===== src/rtl/ct_mat_pkg.sv =====
// Shared types for the pipe8 matrix issue path: unit encoding, meta widths and the
// FIFO entry layout carried from dispatch to the RF stage.
package ct_mat_pkg;

  typedef enum logic [1:0] {
    UnitCfg = 2'd0,
    UnitAlu = 2'd1,
    UnitLsu = 2'd2
  } mat_unit_e;

  localparam int unsigned AluMetaW = 31;
  localparam int unsigned LsuMetaW = 16;
  localparam int unsigned CfgMetaW = 4;

  typedef struct packed {
    mat_unit_e             unit;
    logic [6:0]            iid;
    logic [AluMetaW-1:0]   meta;
    logic [63:0]           src0;
    logic                  src0_vld;
    logic [63:0]           src1;
    logic                  src1_vld;
    logic                  dst_vld;
    logic [6:0]            dst_preg;
  } mat_issue_entry_t;

endpackage


===== src/rtl/ct_mat_issue_fifo.sv =====
// In-order synchronous FIFO of matrix issue entries with a flush that empties it.
// Pointers carry an extra wrap bit so full/empty fall out of a plain compare.
module ct_mat_issue_fifo
  import ct_mat_pkg::*;
#(
  parameter int unsigned DEPTH = 4
) (
  input  logic                   clk,
  input  logic                   rst,
  input  logic                   flush,
  input  logic                   push,
  input  mat_issue_entry_t       wdata,
  input  logic                   pop,
  output mat_issue_entry_t       rdata,
  output logic                   empty,
  output logic [$clog2(DEPTH):0] count
);

  localparam int unsigned Aw = $clog2(DEPTH);
  localparam logic [Aw:0] PtrOne = (Aw + 1)'(1);

  logic [Aw:0]      wr_ptr_q, rd_ptr_q;
  mat_issue_entry_t mem_q [DEPTH];

  always_ff @(posedge clk or posedge rst) begin
    if (rst) begin
      wr_ptr_q <= '0;
      rd_ptr_q <= '0;
    end else if (flush) begin
      wr_ptr_q <= '0;
      rd_ptr_q <= '0;
    end else begin
      if (push) wr_ptr_q <= wr_ptr_q + PtrOne;
      if (pop)  rd_ptr_q <= rd_ptr_q + PtrOne;
    end
  end

  // Storage needs no reset: nothing reads it until a pointer says it is valid.
  always_ff @(posedge clk) begin
    if (push && !flush) mem_q[wr_ptr_q[Aw-1:0]] <= wdata;
  end

  assign rdata = mem_q[rd_ptr_q[Aw-1:0]];
  assign empty = (wr_ptr_q == rd_ptr_q);
  assign count = wr_ptr_q - rd_ptr_q;

endmodule


===== src/rtl/ct_idu_mat_pipe8_issue.sv =====
// IDU pipe8 matrix issue stage: buffers dispatched matrix ops in order, issues one per
// cycle under an in-flight credit limit and drives the registered RF-stage interface.
module ct_idu_mat_pipe8_issue
  import ct_mat_pkg::*;
#(
  parameter int unsigned DEPTH     = 4,
  parameter int unsigned MAX_OUTST = 8
) (
  input  logic                             forever_cpuclk,
  input  logic                             cpurst,
  input  logic                             rtu_yy_xx_flush,
  input  logic                             dis_mat_pipe8_vld,
  output logic                             dis_mat_pipe8_ready,
  input  logic [1:0]                       dis_mat_pipe8_type,
  input  logic [6:0]                       dis_mat_pipe8_iid,
  input  logic [30:0]                      dis_mat_pipe8_meta,
  input  logic [63:0]                      dis_mat_pipe8_src0,
  input  logic                             dis_mat_pipe8_src0_vld,
  input  logic [63:0]                      dis_mat_pipe8_src1,
  input  logic                             dis_mat_pipe8_src1_vld,
  input  logic                             dis_mat_pipe8_dst_vld,
  input  logic [6:0]                       dis_mat_pipe8_dst_preg,
  output logic [6:0]                       idu_mat_rf_pipe8_iid,
  output logic                             idu_mat_rf_cfg_sel,
  output logic                             idu_mat_rf_alu_sel,
  output logic                             idu_mat_rf_lsu_sel,
  output logic                             idu_mat_rf_cfg_gateclk_sel,
  output logic                             idu_mat_rf_alu_gateclk_sel,
  output logic                             idu_mat_rf_lsu_gateclk_sel,
  output logic [30:0]                      idu_mat_rf_pipe8_alu_meta,
  output logic [15:0]                      idu_mat_rf_pipe8_lsu_meta,
  output logic [3:0]                       idu_mat_rf_pipe8_cfg_meta,
  output logic                             idu_mat_rf_pipe8_alu_src0_vld,
  output logic [63:0]                      idu_mat_rf_pipe8_alu_src0,
  output logic [63:0]                      idu_mat_rf_pipe8_lsu_src0,
  output logic                             idu_mat_rf_pipe8_lsu_src1_vld,
  output logic [63:0]                      idu_mat_rf_pipe8_lsu_src1,
  output logic [63:0]                      idu_mat_rf_pipe8_cfg_src0,
  output logic                             idu_mat_rf_pipe8_cfg_dst_vld,
  output logic [6:0]                       idu_mat_rf_pipe8_cfg_dst_preg,
  input  logic                             mat_rtu_pipe8_cmplt,
  output logic [$clog2(MAX_OUTST+1)-1:0]   mat_outst_cnt
);

  localparam int unsigned FifoAw = $clog2(DEPTH);
  localparam int unsigned CntW   = $clog2(MAX_OUTST + 1);
  localparam logic [FifoAw:0] FifoDepth = (FifoAw + 1)'(DEPTH);
  localparam logic [CntW-1:0] MaxCnt    = CntW'(MAX_OUTST);
  localparam logic [CntW-1:0] CntOne    = CntW'(1);

  mat_issue_entry_t wr_entry, head;
  logic             fifo_empty;
  logic [FifoAw:0]  fifo_cnt;
  logic             push, issue;

  logic [CntW-1:0]  outst_cnt_q, outst_cnt_d;
  logic             cnt_inc, cnt_dec;

  // sel_q bit order: {lsu, alu, cfg}
  logic [2:0]       sel_q, sel_d;
  logic [6:0]       rf_iid_q;
  logic [30:0]      rf_meta_q;
  logic [63:0]      rf_src0_q, rf_src1_q;
  logic             rf_src0_vld_q, rf_src1_vld_q, rf_dst_vld_q;
  logic [6:0]       rf_dst_preg_q;

  assign wr_entry = '{
    unit:     mat_unit_e'(dis_mat_pipe8_type),
    iid:      dis_mat_pipe8_iid,
    meta:     dis_mat_pipe8_meta,
    src0:     dis_mat_pipe8_src0,
    src0_vld: dis_mat_pipe8_src0_vld,
    src1:     dis_mat_pipe8_src1,
    src1_vld: dis_mat_pipe8_src1_vld,
    dst_vld:  dis_mat_pipe8_dst_vld,
    dst_preg: dis_mat_pipe8_dst_preg
  };

  // Ready is from the registered count only; a same-cycle pop does not free a slot.
  assign dis_mat_pipe8_ready = (fifo_cnt < FifoDepth);
  assign push  = dis_mat_pipe8_vld && dis_mat_pipe8_ready && (dis_mat_pipe8_type != 2'd3)
                 && !rtu_yy_xx_flush;
  assign issue = !fifo_empty && (outst_cnt_q < MaxCnt) && !rtu_yy_xx_flush;

  ct_mat_issue_fifo #(
    .DEPTH (DEPTH)
  ) u_fifo (
    .clk   (forever_cpuclk),
    .rst   (cpurst),
    .flush (rtu_yy_xx_flush),
    .push  (push),
    .wdata (wr_entry),
    .pop   (issue),
    .rdata (head),
    .empty (fifo_empty),
    .count (fifo_cnt)
  );

  // Credit counter; completions at zero are ignored, flush overrides everything.
  assign cnt_inc = issue;
  assign cnt_dec = mat_rtu_pipe8_cmplt && (outst_cnt_q != '0);

  always_comb begin
    outst_cnt_d = outst_cnt_q;
    if (rtu_yy_xx_flush) begin
      outst_cnt_d = '0;
    end else if (cnt_inc && !cnt_dec) begin
      outst_cnt_d = outst_cnt_q + CntOne;
    end else if (cnt_dec && !cnt_inc) begin
      outst_cnt_d = outst_cnt_q - CntOne;
    end
  end

  always_comb begin
    sel_d = 3'b000;
    if (issue) begin
      unique case (head.unit)
        UnitCfg: sel_d = 3'b001;
        UnitAlu: sel_d = 3'b010;
        UnitLsu: sel_d = 3'b100;
        default: sel_d = 3'b000;
      endcase
    end
  end

  always_ff @(posedge forever_cpuclk or posedge cpurst) begin
    if (cpurst) begin
      outst_cnt_q <= '0;
      sel_q       <= '0;
    end else begin
      outst_cnt_q <= outst_cnt_d;
      sel_q       <= sel_d;
    end
  end

  // RF data holds its last value when nothing issues.
  always_ff @(posedge forever_cpuclk or posedge cpurst) begin
    if (cpurst) begin
      rf_iid_q      <= '0;
      rf_meta_q     <= '0;
      rf_src0_q     <= '0;
      rf_src0_vld_q <= 1'b0;
      rf_src1_q     <= '0;
      rf_src1_vld_q <= 1'b0;
      rf_dst_vld_q  <= 1'b0;
      rf_dst_preg_q <= '0;
    end else if (issue) begin
      rf_iid_q      <= head.iid;
      rf_meta_q     <= head.meta;
      rf_src0_q     <= head.src0;
      rf_src0_vld_q <= head.src0_vld;
      rf_src1_q     <= head.src1;
      rf_src1_vld_q <= head.src1_vld;
      rf_dst_vld_q  <= head.dst_vld;
      rf_dst_preg_q <= head.dst_preg;
    end
  end

  assign idu_mat_rf_cfg_sel         = sel_q[0];
  assign idu_mat_rf_alu_sel         = sel_q[1];
  assign idu_mat_rf_lsu_sel         = sel_q[2];
  assign idu_mat_rf_cfg_gateclk_sel = sel_q[0];
  assign idu_mat_rf_alu_gateclk_sel = sel_q[1];
  assign idu_mat_rf_lsu_gateclk_sel = sel_q[2];

  assign idu_mat_rf_pipe8_iid          = rf_iid_q;
  assign idu_mat_rf_pipe8_alu_meta     = rf_meta_q;
  assign idu_mat_rf_pipe8_lsu_meta     = rf_meta_q[LsuMetaW-1:0];
  assign idu_mat_rf_pipe8_cfg_meta     = rf_meta_q[CfgMetaW-1:0];
  assign idu_mat_rf_pipe8_alu_src0_vld = rf_src0_vld_q;
  assign idu_mat_rf_pipe8_alu_src0     = rf_src0_q;
  assign idu_mat_rf_pipe8_lsu_src0     = rf_src0_q;
  assign idu_mat_rf_pipe8_lsu_src1_vld = rf_src1_vld_q;
  assign idu_mat_rf_pipe8_lsu_src1     = rf_src1_q;
  assign idu_mat_rf_pipe8_cfg_src0     = rf_src0_q;
  assign idu_mat_rf_pipe8_cfg_dst_vld  = rf_dst_vld_q;
  assign idu_mat_rf_pipe8_cfg_dst_preg = rf_dst_preg_q;

  assign mat_outst_cnt = outst_cnt_q;

endmodule


===== config.mk =====
export PLATFORM = sky130hd
export DESIGN_NAME = ct_idu_mat_pipe8_issue
export DESIGN_NICKNAME = d
export VERILOG_FILES = /design/src/rtl/ct_mat_pkg.sv /design/src/rtl/ct_mat_issue_fifo.sv /design/src/rtl/ct_idu_mat_pipe8_issue.sv
export SDC_FILE = /design/constraint.sdc
export NUM_CORES = 1
export LEC_CHECK = 0
export ABC_AREA = 1
export CAP_MARGIN = 20
export CORE_UTILIZATION = 49
export CTS_CLUSTER_SIZE = 25
export DETAILED_ROUTE_END_ITERATION = 12
export PLACE_DENSITY = 0.78
export REMOVE_ABC_BUFFERS = 1
export SYNTH_ARGS = -nofsm -noshare
export SYNTH_HDL_FRONTEND = slang
export SYNTH_SLANG_ARGS = --single-unit

===== constraint.sdc =====
create_clock -name forever_cpuclk -period 9.2 [get_ports forever_cpuclk]
set_input_delay 0.92 -clock forever_cpuclk [delete_from_list [all_inputs] [get_ports forever_cpuclk]]
set_output_delay 0.92 -clock forever_cpuclk [all_outputs]
set_load 0.02 [all_outputs]

* Word-level counts from Yosys, hierarchy flattened
Memories as Yosys holds them, arrays and structs flattened.
Index checks and enable logic that the tools add are counted.
** Operators by class
- Add/sub/neg operators :: 5
- Muxes and demuxes :: 11
- Equality and inequality tests :: 4
- $lt $le $gt $ge :: 2
- Reduce and logical (&&, ||, !) cells :: 18
** Operator list (number)
- $mux 3 :: 5
- $mux 4 :: 3
- $logic_and 1x1->1 :: 9
- $pmux 3 s3 :: 1
- $add 3x1->3 const B :: 2
- $add 4x1->4 const B :: 1
- $logic_not 1->1 :: 4
- $lt 4x4->1 const B :: 1
- $reduce_bool 2->1 :: 2
- $reduce_bool 4->1 :: 1
- $sub 4x1->4 const B :: 1
- $eq 3x3->1 :: 1
- $lt 3x3->1 const B :: 1
- $reduce_bool 3->1 :: 1
- $sub 3x3->3 :: 1
- $eq 2x1->1 const B :: 1
- $eq 2x2->1 const B :: 1
- $logic_not 2->1 :: 1
- $mux 1 :: 2
- $ne 2x2->1 const B :: 1
** Storage, ports and cells
- Register bits after elaboration :: 189
- Input bits :: 183
- Output and inout bits :: 335
- Memories kept :: 1
- Word-level logic and storage cells :: 53
- Memory bits (writable) :: 712
** Memories
- u_fifo.mem_q :: words 4, width 178, read ports 1, clocked after memory_dff 0, write ports 1, line ct_mat_issue_fifo.sv:23 : mat_issue_entry_t mem_q [DEPTH];

* Depth between registers and ports, before layout
- Depth after elaboration :: 9
- Gate-level depth with buffers :: 18

* Cells and area by module
From an unflattened synthesis, not the netlist that was laid out.
** Unflattened totals
- Cell total of the unflattened synthesis :: 3800
- Area total of the unflattened synthesis :: 38617.0 um^2
** By module, submodules not included
- ct_mat_issue_fifo :: instances 1, cells each 2851, area each 30437.9 um^2
- ct_idu_mat_pipe8_issue :: instances 1, cells each 949, area each 8179.1 um^2

* Worst setup path after synthesis
Ideal clock, no wire load.
- Path type :: reg-to-reg
- From :: register u_fifo.rd_ptr_q[1]
- To :: memory u_fifo.mem_q[0][0] in the netlist's numbering (enable)
- Path slack :: -907 ps
- Data arrival time :: 9389 ps
- Cell stages (with the launch flop) :: 11
- Path buffers :: 2
- Library setup time :: 718 ps
- Cells stage by stage :: dfrtp_1 > inv_2 > buf_2 > clkbuf_1 > ha_1 > a21oi_1 > xnor2_1 > nand2_1 > nor2_1 > inv_1 > nor2_1
** Between the ends
- Longest elaborated chain between the ends :: 8
** Ends and longest elaborated chain
- from (decl) :: line ct_mat_issue_fifo.sv:22 : logic [Aw:0] wr_ptr_q, rd_ptr_q;
- from (signal assigned) :: line ct_mat_issue_fifo.sv:34 : if (pop) rd_ptr_q <= rd_ptr_q + PtrOne;
- $sub 3x3->3 :: line ct_mat_issue_fifo.sv:45 : assign count = wr_ptr_q - rd_ptr_q;
- $lt 3x3->1 :: line ct_idu_mat_pipe8_issue.sv:80 : assign dis_mat_pipe8_ready = (fifo_cnt < FifoDepth);
- net dis_mat_pipe8_ready :: line ct_idu_mat_pipe8_issue.sv:13 : output logic dis_mat_pipe8_ready,
- $logic_and 1x1->1 (2 in series) :: line ct_idu_mat_pipe8_issue.sv:81 : assign push = dis_mat_pipe8_vld && dis_mat_pipe8_ready && (dis_mat_pipe8_type != 2'd3)
- $logic_and 1x1->1 :: line ct_idu_mat_pipe8_issue.sv:82 : && !rtu_yy_xx_flush;
- $logic_and 1x1->1 :: line ct_mat_issue_fifo.sv:40 : if (push && !flush) mem_q[wr_ptr_q[Aw-1:0]] <= wdata;
- $mux 1 :: line ct_mat_issue_fifo.sv:40
- $mux 1 (not written as such) :: line ct_mat_issue_fifo.sv:40
- to (decl) :: line ct_mat_issue_fifo.sv:23
The timed path passes the listed nets, and every way through them passes these cells.

* Worst setup path after layout
- From :: register u_fifo.rd_ptr_q[1]
- To :: memory u_fifo.mem_q[0][56] in the netlist's numbering (enable)
** Between the ends
- Longest elaborated chain between the ends :: 8
** Ends and longest elaborated chain (line)
- $sub 3x3->3 :: ct_mat_issue_fifo.sv:45
- $lt 3x3->1 :: ct_idu_mat_pipe8_issue.sv:80
- $logic_and 1x1->1 (2 in series) :: ct_idu_mat_pipe8_issue.sv:81
- $logic_and 1x1->1 :: ct_idu_mat_pipe8_issue.sv:82
- $logic_and 1x1->1 :: ct_mat_issue_fifo.sv:40
- $mux 1 :: ct_mat_issue_fifo.sv:40
- $mux 1 (not written as such) :: ct_mat_issue_fifo.sv:40
No other way between the ends.

==> run summary <==
Setup TNS: 0 ps
H-tree levels: 3
Post-CTS Setup Bufs: 0
CTS Buffer Depth: 3
number of synthesized flops with an enable pin: 712
Buf/Inv on CP: 4
Crit path max-delay family: buffers and inverters
sequential share of the synthesized area: 74.92%
post-route cell area: 42440 sq um
most frequent cell after synthesis: edfxtp_1
total power draw: 13.57 mW
via count: 21869
RSZ-0062 raised after global routing: no
Detailed Place HPWL: 43.76 mm
CTS Hold Bufs: 0
Hold Startpoint: idu_mat_rf_pipe8_lsu_src1[53]
worst reg2reg path depth: 10
Tcrit/Tclk final: 47.66%
Seq cells post-synth: 901
FF-to-FF setup slack: 4820 ps
Slowest cell on crit path: buf_4
Setup CP Type: reg2reg
Synth Flop Type: edfxtp_1
Max Fclk: 228.1 MHz
synthesis-to-finish area growth: 21.78%
Core ar.: 70150 sq um
Crit path depth: 10
PwrDens: 319.6 nW/um^2
Die Area: 72190 sq um
post-CTS sizing: 0
critical-path cell list: inv_6, ha_1, a21oi_1, xnor2_1, nand2_1, nor2_1, inv_1, nor2_4, buf_4, buf_4
R2R Path Start: u_fifo.rd_ptr_q[1]
Yosys cell types: 31
Least-Margin Pin Slew: 1057 ps
Syn. warnings: 0
Hold Fails Final Rpt: 0
DR pass1 iterations: 5
Top-Level Pins: 518
clk_lat worst skew: 630 ps
gpl congestion: 0.7715
Worst slew margin: 29.51%
clock edge transition at the registers on the reported setup and hold paths: 60 ps
cells after synthesis: 2722
largest net degree at the start of global routing: 194
filler instances: 5276
vias in the first global route: 21740
Mapped Avg Cell Area: 12.80 sq um
Hold Crit Endpoint: idu_mat_rf_pipe8_lsu_src1[53]
clock sink total: 901
final net count: 3240
CP max stage delay: 860 ps
CTS buffer count: 89
first-pass GRT wire length: 120.4 mm
Die Wd: 268.7 um
maxcap violations: 0
Root Buffer: clkbuf_16
Routed WL per cell: 19.52 um
max-slew violations: 0
count of input and output buffers: 517
Period minus WS final: 4385 ps
skew final: 28.52 ps
Leak: 15.55 nW
worst hold slack: 477.2 ps
Worst Path Max Fanout: 62
Initial Util: 49.68%
Crit path top cell by count: buf_4
ANT nets after route: 0
Cell Area, Synth: 34850 sq um
top post-synthesis cells by count: edfxtp_1, nand2_1, nor2_1, o21ai_0, dfrtp_1
1st-iter DRT viols: 1899
share of the synthesized area in the top cell type: 61.35%
reg2reg end: u_fifo.mem_q[0][56]
asr flop ratio synth: 20.98%
Synth area leaders: edfxtp_1, dfrtp_1, nand2_1, nor2_1, buf_4
num rows: 97
Data required, critical path: 9420 ps
CTS tree: built
post-synth top area cell: edfxtp_1
status: completed
DR vias/cell: 5.375
worst vdd ir: 0.3118 mV
CP endpoint kind: flip-flop
gr usage total: 21.68%
Post-Route WL: 79.43 mm
critical path startpoint category: flip-flop
Finish-stage setup viols: 0
antenna violations before repair: 14
Hold Crit Class: reg2reg
Die H: 268.7 um
GRT overflow: 0
WP data arrival: 4610 ps
hold path depth: 2
share of layout cells above drive strength 1: 5.477%
Cell Area, Placed: 39510 sq um
# DRC: 0
-- how the worst max path moves through the flow --
stage / start / slack, ps / endpoint
6_report: u_fifo.rd_ptr_q[1] / 4820 / u_fifo.mem_q[0][56]
5_1_grt: u_fifo.rd_ptr_q[1] / 4560 / u_fifo.mem_q[0][56]
4_1_cts: u_fifo.rd_ptr_q[1] / 4770 / u_fifo.mem_q[0][148]
3_5_place_dp: u_fifo.rd_ptr_q[1] / 4800 / u_fifo.mem_q[0][21]
3_3_place_gp: u_fifo.rd_ptr_q[1] / 4870 / u_fifo.mem_q[0][29]
2_1_floorplan: u_fifo.rd_ptr_q[0] / -5470 / u_fifo.mem_q[0][0]
-- layout make-up --
type                    count  area, sq um  area share [%]
diodes                      7        17.52         0.04127
inverters                  24        120.1          0.2830
repair buffers            540         5398           12.72
multi-input cells        1491         6696           15.78
clock buffers             129         2540           5.985
well taps                 940         1176           2.771
clock inverters            37        374.1          0.8815
flip-flops and latches    901        26120           61.54
-- report_power, final --
part	total, mW	internal, mW	switching (mW)
logic	4.60	1.84	2.76
registers	5.40	5.01	0.388
clock network	3.57	2.07	1.50
-- logic make-up after synthesis --
| group | after synthesis | share of synthesized area (%) |
|---|---|---|
| simple gates | 931 | 10.12 |
| flops | 901 | 74.92 |
| xor+xnor | 3 | 0.07541 |
| compound gates | 547 | 8.556 |
| fa+ha+maj | 10 | 0.3806 |
| buf+inv | 330 | 5.949 |
-- metal layers --
| layer | vias to the layer above | part of all wire, % | GRT usage, % |
|---|---|---|---|
| met4 | 14 | 2.5 | 8.231 |
| met1 | 10850 | 40 | 27.12 |
| met2 | 760 | 51 | 37.31 |
| li1 | 10096 | - | - |
| met3 | 149 | 6.6 | 4.283 |
| met5 | - | 0.12 | 0 |
-- placed cells by master (no fill, tap or decap), types with 2 or more instances in the layout --
master             n
clkbuf_16         91
clkinv_1           8
bufinv_16          5
clkbuf_8          12
xor2_1             2
clkinv_8           4
nor2_4             4
o21ai_0          190
clkbuf_1          26
diode_2            7
o21ai_1          172
clkdlybuf4s50_1  517
nand2_1          559
nor2_1           358
buf_4             19
inv_1             18
ha_1               9
o22ai_1          176
clkinvlp_4         4
inv_6              3
edfxtp_1         712
dfrtp_1          187
clkinv_2          16
buf_12             4
nand3_1            6
dfrtp_4            2
a21oi_1            4
-- stage by stage --
stage                     setup slack (ps)  util, %  std cells
after CTS                             4774    60.47       4062
after global routing                  4562    60.49       4067
after detailed placement              4800    56.32       3896
final                                 4815    60.50       4069
after global placement                4870    56.32       3896
after floorplan                      -5473        -       2416
-- registers in the layout (all words and copies together), names as in the netlist, 4 cells and up --
| register | flops |
|---|---|
| idu_mat_rf_pipe8_alu_meta | 31 |
| idu_mat_rf_pipe8_alu_src0 | 64 |
| u_fifo.mem_q | 712 |
| idu_mat_rf_pipe8_iid | 7 |
| idu_mat_rf_pipe8_cfg_dst_preg | 7 |
| mat_outst_cnt | 4 |
| idu_mat_rf_pipe8_lsu_src1 | 64 |
-- worst reg2reg max path, cell delays in order (launching register included) --
cell and delay [ps]:
dfrtp_4 630, inv_6 390, ha_1 330, a21oi_1 190
xnor2_1 160, nand2_1 90, nor2_1 180, inv_1 210
nor2_4 110, buf_4 750, buf_4 910
Note: power is estimated with default switching activity, not from simulation.
